## src/rtl/sc_key_debouncer.sv

```systemverilog
// sc_key_debouncer: synchronizes and debounces the 9 raw board keys.
// Each key gets a two-stage synchronizer, then a counter that must see the
// synchronized level disagree with the accepted level for STABLE_CYCLES
// consecutive cycles before the new level is accepted. Level changes also
// produce one-cycle press/release pulses.
module sc_key_debouncer #(
  parameter int STABLE_CYCLES = 50000,
  parameter int CNT_W         = 16,
  parameter int ACTIVE_LOW    = 1
) (
  input  logic       clock,
  input  logic       resetn,
  input  logic [8:0] key_raw,
  output logic       key1,
  output logic [3:0] key2,
  output logic [3:0] key3,
  output logic [8:0] press_evt,
  output logic [8:0] release_evt
);

  localparam int NKEYS = 9;

  // Raw level of a key that is not pressed; synchronizers reset to this so
  // that leaving reset never looks like a press.
  localparam logic [NKEYS-1:0] IDLE_RAW = (ACTIVE_LOW != 0) ? '1 : '0;
  localparam logic [NKEYS-1:0] POL_MASK = (ACTIVE_LOW != 0) ? '1 : '0;

  // Terminal count: reaching it while the level still disagrees accepts it.
  localparam logic [CNT_W-1:0] LAST_CNT = CNT_W'(STABLE_CYCLES - 1);

  logic [NKEYS-1:0]            sync1_reg;
  logic [NKEYS-1:0]            sync2_reg;
  logic [NKEYS-1:0]            s;
  logic [NKEYS-1:0]            stable_reg;
  logic [NKEYS-1:0]            stable_next;
  logic [NKEYS-1:0]            press_reg;
  logic [NKEYS-1:0]            press_next;
  logic [NKEYS-1:0]            release_reg;
  logic [NKEYS-1:0]            release_next;
  logic [NKEYS-1:0]            hit;
  logic [NKEYS-1:0]            same;
  logic [NKEYS-1:0][CNT_W-1:0] cnt_reg;
  logic [NKEYS-1:0][CNT_W-1:0] cnt_next;

  // Two-flop synchronizer for the asynchronous key pins.
  always_ff @(posedge clock or negedge resetn) begin
    if (!resetn) begin
      sync1_reg <= IDLE_RAW;
      sync2_reg <= IDLE_RAW;
    end else begin
      sync1_reg <= key_raw;
      sync2_reg <= sync1_reg;
    end
  end

  // Active-high synchronized level.
  assign s = sync2_reg ^ POL_MASK;

  // Per-key debounce decision, fully independent between keys.
  genvar gi;
  generate
    for (gi = 0; gi < NKEYS; gi++) begin : g_key
      // Level agrees with the accepted one: any partial count is abandoned.
      assign same[gi] = (s[gi] == stable_reg[gi]);
      // Disagreement has persisted long enough: accept the new level now.
      assign hit[gi]  = !same[gi] && (cnt_reg[gi] == LAST_CNT);

      // Counter clears on agreement or acceptance, so it never passes LAST_CNT.
      assign cnt_next[gi]     = (same[gi] || hit[gi]) ? '0 : cnt_reg[gi] + CNT_W'(1);
      assign stable_next[gi]  = hit[gi] ? s[gi] : stable_reg[gi];
      assign press_next[gi]   = hit[gi] &&  s[gi];
      assign release_next[gi] = hit[gi] && !s[gi];
    end
  endgenerate

  // Debounce state and registered event pulses.
  always_ff @(posedge clock or negedge resetn) begin
    if (!resetn) begin
      cnt_reg     <= '0;
      stable_reg  <= '0;
      press_reg   <= '0;
      release_reg <= '0;
    end else begin
      cnt_reg     <= cnt_next;
      stable_reg  <= stable_next;
      press_reg   <= press_next;
      release_reg <= release_next;
    end
  end

  assign key1        = stable_reg[0];
  assign key2        = stable_reg[4:1];
  assign key3        = stable_reg[8:5];
  assign press_evt   = press_reg;
  assign release_evt = release_reg;

endmodule

```

## config.mk

```make
export PLATFORM = sky130hd
export DESIGN_NAME = sc_key_debouncer
export DESIGN_NICKNAME = d
export VERILOG_FILES = /design/src/rtl/sc_key_debouncer.sv
export SDC_FILE = /design/constraint.sdc
export NUM_CORES = 1
export LEC_CHECK = 0
export CAP_MARGIN = 10
export CORE_MARGIN = 4
export CORE_UTILIZATION = 65
export DETAILED_ROUTE_END_ITERATION = 10
export HOLD_SLACK_MARGIN = 0.05
export PLACE_DENSITY = 0.85
export RECOVER_POWER = 50
export SLEW_MARGIN = 10
export SYNTH_ARGS = -nofsm -noshare
export SYNTH_HDL_FRONTEND = slang
export SYNTH_SLANG_ARGS = --single-unit
```

## constraint.sdc

```tcl
create_clock -name clock -period 3.36 [get_ports clock]
set_input_delay 0.672 -clock clock [delete_from_list [all_inputs] [get_ports clock]]
set_output_delay 0.672 -clock clock [all_outputs]
set_load 0.05 [all_outputs]
```

After elaboration in Yosys (flattened, before gate mapping)
Index checks and enable logic that the tools add are counted.

Bits in registers: 189. Bits of input ports: 11. Output and inout bits: 27.

Add/subtract/negate cells: 9. Equal/unequal tests: 18. Muxes and demuxes: 9. Bitwise logic cells: 1. Reductions and logical operators: 54.

Operator list (number): 16-bit by 1-bit adder with 16-bit output, second input constant (9); 16-bit == test, second input constant (9); 16-bit 2-to-1 mux (9); 1-bit logical AND (27); 1-bit logical NOT (18); 1-bit == test (9); 1-bit logical OR (9); 9-bit NOT (1).

Longest topological paths before layout
Word-level depth: 6. Mapped depth: 6.

Worst setup path after synthesis
No wires, ideal clock.

Path kind: register to register. From: register cnt_reg[60] (netlist name). To: register cnt_reg[49] (netlist name). Setup time: 0.120 ns. Arrival time: 1.855 ns. Required time: 3.240 ns. Slack: 1.386 ns. Cell stages (with the launch flop): 5. Path buffers: 0. Period minus slack after synthesis: 1.974 ns. Cell sequence: dfrtp_1 or4_1 or4_4 or2_4 and3_1.

RTL lines: start: declaration (RTL line 42) `logic [NKEYS-1:0][CNT_W-1:0] cnt_reg;`; start signal: assignment (RTL line 84) `cnt_reg <= cnt_next;`.

==> results.json <==
{
  "drive_gt1_share_pct": 7.53,
  "dieArea_sq_um": 14800,
  "report.final.slew_viol_count": 99,
  "reg2reg_to": "cnt_reg[11]$_DFF_PN0_",
  "yosysTopAreaCellShare_pct": 50.8,
  "antenna_found_initial": 0,
  "worstPathArrival_ns": 2.99,
  "finalSetupTns_ns": 0,
  "layoutNonFillerInstCount": 1049,
  "status": "finished, violations left",
  "rsz0062_at_grt": "no",
  "yosys_warnings": 0,
  "timing.rr.start": "cnt_reg[4]$_DFF_PN0_",
  "r2r_cells": 4,
  "cts_buffer_depth": 2,
  "min_period_ns": 2.43,
  "whs_ns": 0.356,
  "post-route-period-util_pct": 72.3,
  "die_width_microns": 122,
  "crit_path_end_kind": "async pin",
  "cts-root-buf": "clkbuf_16",
  "cpMaxStageDelayCell": "clkbuf_2",
  "post_cts_buffers": 0,
  "row_count": 41,
  "n_antenna_cell": 0,
  "timing_worst_setup_path_type": "in -> async",
  "core_area_sq_um": 12700,
  "fmaxAchievable_mhz": 411,
  "routed_wirelength_microns": 16100,
  "leakage_nw": 3.81,
  "dpl-instance-area_sq_um": 8990,
  "globalRouteOverflowTotal": 0,
  "tightest_slew_ns": 2.37,
  "ys_ff_latch": 189,
  "path_delay_family": "buffers and inverters",
  "failed_checks": "max-capacitance violations, max-slew violations",
  "worstPathMaxFanout": 99,
  "max_slew_margin_pct": -58.0,
  "grt_use_met1_pct": 31.6,
  "ys_seq_area_share_pct": 56.4,
  "vdd_drop_max_mv": 0.506,
  "cts_sinks": 189,
  "syn2layout_area_growth_pct": 14.3,
  "worst_setup_path_start_kind": "input pin",
  "start_util_pct": 66.4,
  "final_common_cell": "dfrtp_1",
  "critPathMaxStageDelay_ns": 1.64,
  "final_area_sq_um": 9620,
  "critPathRequiredTime_ns": 3.92,
  "gp_congestion": 0.872,
  "vias_per_cell": 5.79,
  "fin_worst_skew_ns": 0.00834,
  "powerDensity_nw_per_um2": 482,
  "hpwl_microns": 10500,
  "initialDrtViolationCount": 521,
  "fill_cells": 810,
  "avgSynthCellArea_sq_um": 10.3,
  "yosysTopAreaCell": "dfrtp_1",
  "cp_cell_sequence": "clkbuf_2 > clkbuf_2",
  "hold_viol": 0,
  "synth_fp_nets": 835,
  "cts_tree": "done",
  "grt_first_pass_wirelength_microns": 27900,
  "hp-class": "reg -> reg",
  "use_met3_pct": 6.27,
  "cts_resized": 0,
  "use_met2_pct": 38.3,
  "drv_cap": 1,
  "critPathBufInv": 2,
  "htree_levels": 4,
  "clk_pin_slew_ns": 0.06,
  "io_pins": 38,
  "netlist_area_sq_um": 8420,
  "crit_path_end": "cnt_reg[141]$_DFF_PN0_",
  "nNetsFinal": 884,
  "fp.dieH_microns": 122,
  "yosys-top-cells-area": "dfrtp_1 (51%), xnor2_1 (12%), nor2_1 (7.3%), dfstp_2 (5.6%), nand3_1 (2.9%)",
  "crit_path_frequent_cell": "clkbuf_2",
  "fin_util_pct": 75.9,
  "ff2ff_setup_slack_ns": 1.13,
  "ys_types": 30,
  "layout_common_cells": "dfrtp_1 (171), nor2_1 (164), xnor2_1 (111), nand2_1 (50), nand3_1 (48)",
  "clk_latency_ns": 0.43,
  "drt-wirelength-per-cell_microns": 15.4,
  "grt.busiest_layer": "met2",
  "crit_start": "resetn",
  "hold_buffers": 0,
  "grt_pass1_vias": 6021,
  "syn-instance-count": 815,
  "first_pass_iters": 5,
  "setup_viol": 0,
  "grt_max_degree": 100,
  "largest_reg_flops": 144,
  "dp.cells": 1017,
  "vias": 6078,
  "drc": 0,
  "track_usage_pct": 23.6,
  "port_buffers": 37,
  "antenna_left": 0,
  "cts_buffers": 17,
  "critical_path_depth": 2
}
metrics by stage:
step	power [mW]	setup WS (ns)
after global routing	4.82	0.448
after global placement	2.53	1.33
after floorplan	2.46	1.39
after CTS	4.68	0.923
final	4.64	0.930
after detailed placement	2.54	1.23
report_power, final:
part           switching (mW)  leakage, nW  internal, mW
Combinational          0.0908        0.950        0.0422
Clock                   0.887        0.305          1.26
Sequential             0.0375         2.56          2.32
layout make-up:
cell class	instances	area, sq um	share of cell area (%)
repair buffers	41	403	4.19
multi-input cells	595	3540	36.8
inverters	20	75.1	0.780
well taps	172	215	2.24
flip-flops and latches	189	4750	49.4
clock buffers	17	425	4.42
clock inverters	15	213	2.21
worst min-delay path by stage:
stage / from / endpoint / cells past startpoint
2_1_floorplan: sync1_reg[0]$_DFF_PN1_ / sync2_reg[0]$_DFF_PN1_ / 0
3_3_place_gp: sync1_reg[5]$_DFF_PN1_ / sync2_reg[5]$_DFF_PN1_ / 0
4_1_cts: resetn / cnt_reg[32]$_DFF_PN0_ / 1
5_1_grt: sync1_reg[5]$_DFF_PN1_ / sync2_reg[5]$_DFF_PN1_ / 0
3_5_place_dp: sync1_reg[3]$_DFF_PN1_ / sync2_reg[3]$_DFF_PN1_ / 0
6_report: sync1_reg[5]$_DFF_PN1_ / sync2_reg[5]$_DFF_PN1_ / 0
kinds of logic after synthesis:
| kind of cell | after synthesis | synth area share, % |
|---|---|---|
| flip-flops | 189 | 56.4 |
| XOR/XNOR | 131 | 13.6 |
| buffers and inverters | 31 | 1.56 |
| AND/OR/NAND/NOR | 430 | 25.2 |
| adder cells (fa/ha/maj) | 9 | 1.34 |
| AO/OA/AOI/OAI | 25 | 1.81 |
routing by layer:
layer / vias to the layer above / share of wire (%)
met3: 26 / 4.5
met5: - / 0
met4: 0 / 1.4
met1: 2991 / 44
li1: 2900 / -
met2: 161 / 50
synth_stat cells:
library cell  count
or4_4             2
ha_1              9
nor4b_1           4
nand2_1          50
nor4bb_1         12
dfrtp_1         171
nor2_1          164
nand3_1          48
o21ai_1           2
xnor2_1         111
inv_1            20
nor3_1           41
or4_1             4
o21ai_4           2
nand4b_1          1
xor2_1           20
and3_1           20
buf_6             2
or2_2             5
or3_1             4
dfstp_2          18
o21ai_0          15
a21oi_1           4
or2_4             2
clkbuf_1          9
and4_1            1
nor4_1           32
nand2b_1          2
o31ai_1           2
nand4_1          38
(Power assumes the default switching activity.)
